==> config.mk <==
export PLATFORM = sky130hd
export DESIGN_NAME = if_fetch_ctrl
export DESIGN_NICKNAME = d
export VERILOG_FILES = /design/src/rtl/mips_pkg.sv /design/src/rtl/ifid_reg.sv /design/src/rtl/if_fetch_ctrl.sv
export SDC_FILE = /design/constraint.sdc
export NUM_CORES = 1
export LEC_CHECK = 0
export ABC_AREA = 0
export BUFFER_PORTS_ARGS = -buffer_cell sky130_fd_sc_hd__buf_2
export CORE_ASPECT_RATIO = 1.2
export CORE_UTILIZATION = 48
export DETAILED_ROUTE_END_ITERATION = 7
export HOLD_SLACK_MARGIN = 0.02
export PLACE_DENSITY = 0.73
export SYNTH_ARGS = -nofsm -noshare
export SYNTH_HDL_FRONTEND = slang
export SYNTH_SLANG_ARGS = --single-unit
==> constraint.sdc <==
create_clock -name clk -period 2.02 [get_ports clk]
set_input_delay 0.202 -clock clk [delete_from_list [all_inputs] [get_ports clk]]
set_output_delay 0.202 -clock clk [all_outputs]
set_load 0.05 [all_outputs]
==> src/rtl/mips_pkg.sv <==
// mips_pkg -- shared definitions for the MIPS instruction-fetch slice.
//   WORD          : datapath / address width
//   NOP           : encoding loaded into IF/ID when no instruction is present
//   fetch_state_e : state encoding of the instruction-fetch FSM
package mips_pkg;

  localparam int WORD = 32;
  localparam logic [WORD-1:0] NOP = 32'h0000_0000;

  typedef enum logic [1:0] {
    ST_IDLE = 2'd0,  // no request outstanding; next cycle issues a fetch
    ST_REQ  = 2'd1,  // request outstanding, result wanted
    ST_HOLD = 2'd2,  // result fetched but IF/ID stalled; data in hold buffer
    ST_DROP = 2'd3   // request outstanding, result no longer wanted
  } fetch_state_e;

endpackage

==> src/rtl/ifid_reg.sv <==
// ifid_reg -- IF/ID pipeline register.
//   clk, reset     : clock, synchronous active-high reset
//   flush_i        : clear to NOP with pc4 = 0 (highest priority)
//   stall_i        : hold current contents
//   load_i         : load instr_i / pc4_i as a valid instruction
//   instr_i, pc4_i : instruction and fetch address + 4 to load
//   valid_o, instr_o, pc4_o : register contents
// With no flush, stall or load, a bubble (valid = 0, instr = NOP) is
// inserted; pc4 keeps its previous value since it is meaningless then.
module ifid_reg
  import mips_pkg::*;
#(
  parameter int word = WORD
) (
  input  logic            clk,
  input  logic            reset,
  input  logic            flush_i,
  input  logic            stall_i,
  input  logic            load_i,
  input  logic [word-1:0] instr_i,
  input  logic [word-1:0] pc4_i,
  output logic            valid_o,
  output logic [word-1:0] instr_o,
  output logic [word-1:0] pc4_o
);

  logic            valid_q, valid_d;
  logic [word-1:0] instr_q, instr_d;
  logic [word-1:0] pc4_q,   pc4_d;

  always_comb begin
    valid_d = valid_q;
    instr_d = instr_q;
    pc4_d   = pc4_q;
    if (flush_i) begin
      valid_d = 1'b0;
      instr_d = word'(NOP);
      pc4_d   = '0;
    end else if (stall_i) begin
      valid_d = valid_q;
    end else if (load_i) begin
      valid_d = 1'b1;
      instr_d = instr_i;
      pc4_d   = pc4_i;
    end else begin
      valid_d = 1'b0;
      instr_d = word'(NOP);
    end
  end

  always_ff @(posedge clk) begin
    if (reset) begin
      valid_q <= 1'b0;
      instr_q <= '0;
      pc4_q   <= '0;
    end else begin
      valid_q <= valid_d;
      instr_q <= instr_d;
      pc4_q   <= pc4_d;
    end
  end

  assign valid_o = valid_q;
  assign instr_o = instr_q;
  assign pc4_o   = pc4_q;

endmodule

==> src/rtl/if_fetch_ctrl.sv <==
// if_fetch_ctrl -- instruction-fetch controller with IF/ID register.
//   clk, reset   : clock, synchronous active-high reset
//   pc_curr      : current PC value
//   pc_write     : PC register write enable (combinational)
//   imem_req     : instruction-memory request, held until imem_ack
//   imem_addr    : word-aligned request address
//   imem_ack     : one-cycle read completion, imem_rdata valid with it
//   imem_rdata   : fetched instruction
//   stall        : hazard-unit hold of IF/ID
//   flush        : branch/jump redirect
//   ifid_valid, ifid_instr, ifid_pc4 : IF/ID register contents
// A fetch takes an IDLE cycle (address latch) plus one or more REQ cycles.
// A result arriving under stall is parked in a hold buffer until release;
// a request overtaken by a flush is completed on the bus and discarded.
module if_fetch_ctrl
  import mips_pkg::*;
#(
  parameter int word = WORD
) (
  input  logic            clk,
  input  logic            reset,
  input  logic [word-1:0] pc_curr,
  output logic            pc_write,
  output logic            imem_req,
  output logic [word-1:0] imem_addr,
  input  logic            imem_ack,
  input  logic [word-1:0] imem_rdata,
  input  logic            stall,
  input  logic            flush,
  output logic            ifid_valid,
  output logic [word-1:0] ifid_instr,
  output logic [word-1:0] ifid_pc4
);

  fetch_state_e    state_q, state_d;
  logic [word-1:0] addr_q, addr_d;
  logic [word-1:0] hold_instr_q, hold_instr_d;
  logic [word-1:0] hold_pc4_q, hold_pc4_d;

  logic            deliver;     // IF/ID receives a new instruction this cycle
  logic            from_hold;   // ... and it comes from the hold buffer
  logic [word-1:0] fetch_pc4;
  logic [word-1:0] load_instr;
  logic [word-1:0] load_pc4;

  assign fetch_pc4 = addr_q + word'(4);

  always_comb begin
    state_d      = state_q;
    addr_d       = addr_q;
    hold_instr_d = hold_instr_q;
    hold_pc4_d   = hold_pc4_q;
    deliver      = 1'b0;
    from_hold    = 1'b0;
    unique case (state_q)
      ST_IDLE: begin
        // A redirect is writing the PC this cycle; fetch from the new PC next.
        if (!flush) begin
          addr_d  = pc_curr & ~word'(3);
          state_d = ST_REQ;
        end
      end
      ST_REQ: begin
        if (imem_ack) begin
          if (flush) begin
            state_d = ST_IDLE;
          end else if (stall) begin
            hold_instr_d = imem_rdata;
            hold_pc4_d   = fetch_pc4;
            state_d      = ST_HOLD;
          end else begin
            deliver = 1'b1;
            state_d = ST_IDLE;
          end
        end else if (flush) begin
          // Memory cannot cancel a request; let it finish and drop the data.
          state_d = ST_DROP;
        end
      end
      ST_HOLD: begin
        if (flush) begin
          state_d = ST_IDLE;
        end else if (!stall) begin
          deliver   = 1'b1;
          from_hold = 1'b1;
          state_d   = ST_IDLE;
        end
      end
      ST_DROP: begin
        if (imem_ack) begin
          state_d = ST_IDLE;
        end
      end
      default: state_d = ST_IDLE;
    endcase
  end

  always_ff @(posedge clk) begin
    if (reset) begin
      state_q      <= ST_IDLE;
      addr_q       <= '0;
      hold_instr_q <= '0;
      hold_pc4_q   <= '0;
    end else begin
      state_q      <= state_d;
      addr_q       <= addr_d;
      hold_instr_q <= hold_instr_d;
      hold_pc4_q   <= hold_pc4_d;
    end
  end

  assign imem_req   = (state_q == ST_REQ) || (state_q == ST_DROP);
  assign imem_addr  = addr_q;
  // The PC advances exactly when an instruction enters IF/ID.
  assign pc_write   = deliver && !reset;
  assign load_instr = from_hold ? hold_instr_q : imem_rdata;
  assign load_pc4   = from_hold ? hold_pc4_q : fetch_pc4;

  ifid_reg #(
    .word(word)
  ) u_ifid_reg (
    .clk     (clk),
    .reset   (reset),
    .flush_i (flush),
    .stall_i (stall),
    .load_i  (deliver),
    .instr_i (load_instr),
    .pc4_i   (load_pc4),
    .valid_o (ifid_valid),
    .instr_o (ifid_instr),
    .pc4_o   (ifid_pc4)
  );

endmodule

==> results of run 1 <==
## worst reg2reg max path, stage by stage (launching register included)
cell and delay, ps:
sky130_fd_sc_hd__dfxtp_2 370, sky130_fd_sc_hd__inv_2 80, sky130_fd_sc_hd__ha_1 210, sky130_fd_sc_hd__buf_4 180
sky130_fd_sc_hd__and3_1 190, sky130_fd_sc_hd__a221oi_1 250, sky130_fd_sc_hd__a21bo_2 270, sky130_fd_sc_hd__a221oi_1 290
## cell families (layout without fill, tap and decap cells)
family	count (synthesis)	in the layout	synth area share
other	1	4	0.000558
AOI/OAI and AO/OA	247	247	0.226
xor gates and xnor gates	27	27	0.0352
DFF	157	157	0.468
buffers and inverters	88	290	0.0609
and+or+nand+nor	298	298	0.199
adders and majority gates	6	6	0.0112
## cell type report
cell class,count,area (sq um),share of cell area
Clock buffer,26,499,0.0561
Clock inverter,6,130,0.0146
Inverter,16,60.1,0.00675
Multi-Input combinational cell,582,3260,0.366
Sequential cell,157,3170,0.356
Tap cell,171,214,0.0240
Timing Repair Buffer,242,1570,0.176
## metal layers
metal,vias up,global-route usage
met5,-,0
met4,0,0.104
met3,28,0.0645
met2,243,0.418
met1,3045,0.315
li1,3279,-
## what timing repair did
item	4_1_cts	5_1_grt
setup endpoints to repair	2	11
pin swaps	2	4
buffers inserted	0	4
hold buffers	39	0
endpoints found under the hold margin	39	0
resized for setup	12	6
## layout by cell type (no fill, tap or decap), drive strengths merged, types with 3 or more instances in the layout
master       instances
buf                203
nand2              196
dfxtp              157
a21oi              139
dlygate4sd3         39
o221ai              38
o21ai               33
nor2                30
clkbuf              26
xor2                17
nand3               15
inv                 15
nor3                14
nand4               12
xnor2               10
a211oi               9
a221oi               8
and3                 8
nor4                 8
ha                   6
a2111oi              5
and4                 4
conb                 4
bufinv               4
o22ai                3
nand2b               3
a221o                3
nor2b                3
clkinv               3
## power breakdown
group          total, mW  switching, mW  internal, mW  leakage (nW)
clock               3.39           1.19          2.20         0.309
sequential          3.46          0.184          3.28          1.28
combinational       1.77           1.19         0.575          1.95
total               8.62           2.57          6.05          3.53
## registers in the layout, summed over array words and instances (netlist names)
name,flops
imem_addr,30
hold_pc4_q,30
u_ifid_reg.instr_o,32
state_q,2
u_ifid_reg.valid_o,1
u_ifid_reg.pc4_o,30
hold_instr_q,32
## stage by stage
stage                     hold WS, ps   util
after global placement            423  0.567
after global routing             30.9  0.650
after CTS                        20.3  0.645
final                            36.2  0.650
after floorplan                   328      -
after detailed placement          428  0.567
## worst min path at each step
stage / startpoint / endpoint
after floorplan: pc_curr[10] / imem_addr[10]
after global placement: u_ifid_reg.pc4_o[18] / u_ifid_reg.pc4_o[18]
after detailed placement: u_ifid_reg.pc4_o[18] / u_ifid_reg.pc4_o[18]
after CTS: imem_rdata[31] / hold_instr_q[31]
after global routing: imem_rdata[11] / hold_instr_q[11]
final: imem_rdata[1] / hold_instr_q[1]
==> results.txt, run 1 <==
----------------------------------------------------
[Timing]
  Final setup margin ... 77.8 ps
  Setup violations, final ... 0
  Pins over their slew limit ... 0
  Worst Max-Slew Pin Slew ... ~600 ps
  Tmin final ... ~1900 ps
  Part of the cycle the worst path needs ... 0.962
  Setup tns final ... 0 ps
  Hold violation total from the final report ... 0
  Final clock skew ... 6.38 ps
  Max-slew headroom ... 0.600
  Peak clock frequency supported by timing ... about 510 MHz

[Global routing]
  Wire length of the first global-routing pass ... roughly 29000 microns
  Global Route Usage Sum ... 0.255
  Number of global-route vias before repair ... around 5900
  Number of antenna violations at the first check in global routing ... 0
  Pin count of the biggest net entering global routing ... between 50 and 60
  Total congestion overflow after global routing ... 0

[Outcome]
  Outcome ... completed

[Die]
  Core Area ... between 10000 and 15000 sq um
  Die H ... roughly 130 microns
  Width of the chip ... roughly 110 microns
  Initial core utilization ... 0.490
  Number of rows created at floorplan ... 47
  I/O Pins ... roughly 170
  Die footprint ... 14500 sq um

[Placement]
  Placement Setup Slack ... 6.26 ps
  Last weighted congestion value of the routability-driven placer ... about 0.85
  Post-placement cell count ... between 1000 and 1500
  Placed cell area ... 7770 sq um
  Count of buffers inserted at the top-level ports ... ~160
  Dpl hpwl ... 11700 microns

[Detailed routing]
  Drt total wl ... between 15000 and 20000 microns
  Iteration-0 DRC Markers ... roughly 570
  Post-Route M1 WL ... between 7000 and 8000 microns
  DRC viols ... 0
  Post-DRT Antenna Nets ... 0
  Iteration count of the initial detailed-routing pass ... 5
  Total met3 wirelength after detailed routing ... 1140 microns
  Vias per cell ... about 5.5
  Highest routing layer actually used ... met4
  Routed wl met2 ... between 9000 and 10000 microns
  Average detailed-routed wire length per instance ... approximately 15 microns
  Count of vias placed by the detailed router ... 6595

[Worst setup path]
  Reg-to-reg critical path endpoint ... state_q[1]
  Path length in cells of the critical path ... 7
  Max stage delay on crit path ... 370 ps
  Worst path bufs/invs ... 2
  Most used cell along the critical path ... sky130_fd_sc_hd__a221oi_1
  Worst Path Required ... between 2000 and 2500 ps
  Largest fanout on the critical path ... 11
  Kind of end point of the critical path ... flop
  Cell type group with the largest total delay on the critical path ... compound AO/OA/AOI/OAI gates
  Arr. time, crit path ... between 2000 and 2500 ps
  Worst setup path end ... state_q[1]
  Crit start category ... flop
  Number of cells on the worst reg-to-reg path ... 7
  Launch instance of the worst register-to-register path ... state_q[0]
  Critical Path, Cell by Cell ... inv_2 > ha_1 > buf_4 > and3_1 > a221oi_1 > a21bo_2 > a221oi_1
  Register-to-register path setup slack ... 80 ps
  Worst setup path start ... state_q[0]
  Max stage delay cell, worst path ... sky130_fd_sc_hd__dfxtp_2
  Critical setup path kind ... reg2reg

[Power and ir drop]
  Leakage power ... roughly 3.5 nW
  Power density of the placed cells ... just under 1000 nW/um^2
  Worst-case vdd ir drop ... roughly 0.65 mV
  Power Total ... approximately 8.6 mW

[Clock network]
  Insertion delay of the later-clocked pin in the worst-skew pair ... roughly 420 ps
  Clock tree from TritonCTS ... yes
  Clock buffer count from CTS ... 17
  CTS H-Tree Depth ... 4
  Buffers from clock root to sink, at most ... 2
  Clk root buf ... sky130_fd_sc_hd__clkbuf_16
  Clk slew on worst S/H paths ... roughly 60 ps
  Clk sinks ... 157

[Layout]
  Number of filler cells placed in the layout ... about 1200
  Post-route standard cell area excluding fillers ... a little under 9000 sq um
  Layout overhead on the synthesized area ... 32.5%
  Final net count ... about 1100
  Fraction of final layout cells with drive strength greater than 1 ... 0.265
  Finished Layout Cells ... 1200
  ANT cells ... 0

[Hold path]
  Cell depth of the worst min-delay path ... 3
  Min-delay worst type ... in2reg

[Synthesis]
  Primary FF master, synth ... sky130_fd_sc_hd__dfxtp_1
  Number of warnings printed during yosys synthesis ... 0
  Yosys cell types ... 48
  Gate count of the mapped netlist ... ~800
  Part of the Yosys area used for sequential elements ... 0.468
  Ys async rst share ... 0
  Most repeated cell in the gate-level netlist after synthesis ... sky130_fd_sc_hd__nand2_1
  Cell type contributing the most total cell area after synthesis ... sky130_fd_sc_hd__dfxtp_1
  Combined area of all synthesized cells ... 6720 sq um
  Number of enable-type register cells in the synthesized netlist ... 0
  Cell types occupying the most area after synthesis ... sky130_fd_sc_hd__dfxtp_1 47%, sky130_fd_sc_hd__nand2_1 11%, sky130_fd_sc_hd__a21oi_1 10%
  Post-synthesis area per instance ... between 8 and 9 sq um
  Portion of synthesized cell area occupied by the leading cell type ... 0.468
  Leading post-synthesis cells by instance count ... 195 x sky130_fd_sc_hd__nand2_1, 157 x sky130_fd_sc_hd__dfxtp_1, 139 x sky130_fd_sc_hd__a21oi_1, 51 x sky130_fd_sc_hd__clkbuf_1, 38 x sky130_fd_sc_hd__o221ai_1
  Total of flip-flops plus latches after synthesis ... approximately 160

[Run]
  Max Cap Viol ... 0

----------------------------------------------------
(Power assumes the default switching activity.)
==> run 2: changes to the inputs <==
--- a/config.mk
+++ b/config.mk
@@ -8,10 +8,11 @@
 export ABC_AREA = 0
 export BUFFER_PORTS_ARGS = -buffer_cell sky130_fd_sc_hd__buf_2
 export CORE_ASPECT_RATIO = 1.2
-export CORE_UTILIZATION = 48
+export CORE_UTILIZATION = 45
 export DETAILED_ROUTE_END_ITERATION = 7
 export HOLD_SLACK_MARGIN = 0.02
-export PLACE_DENSITY = 0.73
+export PLACE_DENSITY = 0.69
+export REMOVE_ABC_BUFFERS = 1
 export SYNTH_ARGS = -nofsm -noshare
 export SYNTH_HDL_FRONTEND = slang
 export SYNTH_SLANG_ARGS = --single-unit
==> results.txt, run 2 (synthesis gave the netlist of run 1 again) <==
----------------------------------------------------
[Detailed routing]
  Drt total wl ... roughly 19000 microns
  DRC viols ... 0
  Average detailed-routed wire length per instance ... approximately 15 microns
  Post-DRT Antenna Nets ... 0
  Count of vias placed by the detailed router ... approximately 6500
  Vias per cell ... between 5 and 6
  Iteration count of the initial detailed-routing pass ... 5
  Iteration-0 DRC Markers ... approximately 530

[Die]
  I/O Pins ... 168
  Number of rows created at floorplan ... between 40 and 50
  Die H ... ~140 microns
  Die footprint ... roughly 15000 sq um
  Width of the chip ... around 110 microns
  Core Area ... ~14000 sq um
  Initial core utilization ... 0.464

[Global routing]
  Number of antenna violations at the first check in global routing ... 0
  Wire length of the first global-routing pass ... ~30000 microns
  Number of global-route vias before repair ... just over 6000
  Pin count of the biggest net entering global routing ... 80
  Global Route Usage Sum ... 0.248
  Total congestion overflow after global routing ... 0

[Worst setup path]
  Worst setup path start ... state_q[0]
  Kind of end point of the critical path ... output port
  Arr. time, crit path ... 1740 ps
  Critical setup path kind ... reg2out
  Largest fanout on the critical path ... 8
  Launch instance of the worst register-to-register path ... state_q[0]
  Worst Path Required ... between 1500 and 2000 ps
  Crit start category ... flop

[Clock network]
  Clk root buf ... sky130_fd_sc_hd__clkbuf_16
  Clock buffer count from CTS ... 17
  CTS H-Tree Depth ... 4
  Clock tree from TritonCTS ... yes
  Clk slew on worst S/H paths ... roughly 60 ps
  Insertion delay of the later-clocked pin in the worst-skew pair ... roughly 420 ps
  Buffers from clock root to sink, at most ... 2
  Clk sinks ... about 160

[Layout]
  Final net count ... 1109
  Layout overhead on the synthesized area ... 34.5%
  Post-route standard cell area excluding fillers ... ~9000 sq um
  Fraction of final layout cells with drive strength greater than 1 ... 0.262
  ANT cells ... 0
  Most frequent cells in the layout ... 194 x sky130_fd_sc_hd__nand2_1, 160 x sky130_fd_sc_hd__buf_2, 157 x sky130_fd_sc_hd__dfxtp_1
  Most common library cell in the layout ignoring fill and taps ... sky130_fd_sc_hd__nand2_1

[Power and ir drop]
  Power Total ... approximately 8.5 mW
  Leakage power ... about 3.6 nW
  Power density of the placed cells ... approximately 950 nW/um^2
  Worst-case vdd ir drop ... 0.590 mV

[Timing]
  Pins over their slew limit ... 0
  Hold violation total from the final report ... 0
  Final clock skew ... roughly 5.7 ps
  Peak clock frequency supported by timing ... ~500 MHz
  Tmin final ... 1940 ps
  Setup violations, final ... 0
  Max-slew headroom ... 0.404
  Part of the cycle the worst path needs ... 0.961
  Worst hold slack across all endpoints ... approximately 34 ps
  Worst Max-Slew Pin Slew ... 895 ps
  Setup tns final ... 0 ps

[Hold path]
  Min-delay worst type ... in2reg
  Hold Path Origin ... imem_rdata[26]

[Placement]
  Placed cell area ... a little under 8000 sq um
  Dpl hpwl ... around 12000 microns
  Last weighted congestion value of the routability-driven placer ... approximately 0.84
  Count of buffers inserted at the top-level ports ... between 150 and 200

[Run]
  Max Cap Viol ... 0

[Outcome]
  Outcome ... completed

----------------------------------------------------
-- run 2: layout make-up --
cell class	instances	area (sq um)
inverters	16	60.1
clock inverters	6	108
flip-flops and latches	157	3140
fillers	1293	5440
multi-input cells	583	3250
well taps	200	250
clock buffers	24	502
repair buffers	259	1720
-- run 2: what timing repair did --
action / 4_1_cts / 5_1_grt
endpoints found under the setup margin: 3 / 29
resized for setup: 9 / 7
setup buffers: 0 / 7
cloned: 0 / 1
pin swaps: 0 / 4
hold buffers: 41 / 0
hold endpoints to repair: 41 / 0
-- run 2: stage by stage --
step	util	setup slack (ps)	std cells
after CTS	0.619	6.52	1237
after detailed placement	0.545	-33.7	1166
after global routing	0.624	-8.83	1245
final	0.624	79.5	1245
after global placement	0.545	63.1	1166
after floorplan	-	-2150	755
-- run 2: where the power goes --
group | switching [mW] | total (mW) | internal [mW]
registers | 0.143 | 3.41 | 3.26
clock network | 1.19 | 3.28 | 2.09
logic | 1.24 | 1.85 | 0.612
-- run 2: path summary, 6_finish.rpt --
| kind | slack (ps) | to | depth (start not counted) |
|---|---|---|---|
| hold / removal | 30 | hold_instr_q[26] | 3 |
| setup reg to reg | 100 | state_q[1] | 7 |
| setup / recovery | 80 | pc_write | 6 |
| hold reg to reg | 440 | u_ifid_reg.pc4_o[17] | 2 |
-- run 2: routing by layer --
layer	global-route usage	wire length, microns
met1	0.315	8460
met2	0.409	9060
met3	0.0486	878
met4	0.107	404
met5	0	0
-- run 2: worst max-delay path: stages, from the launching register on --
cell	delay, ps
sky130_fd_sc_hd__dfxtp_1	370
sky130_fd_sc_hd__inv_2	80
sky130_fd_sc_hd__ha_1	330
sky130_fd_sc_hd__nand3_4	130
sky130_fd_sc_hd__nor2_4	120
sky130_fd_sc_hd__buf_6	140
sky130_fd_sc_hd__buf_8	150
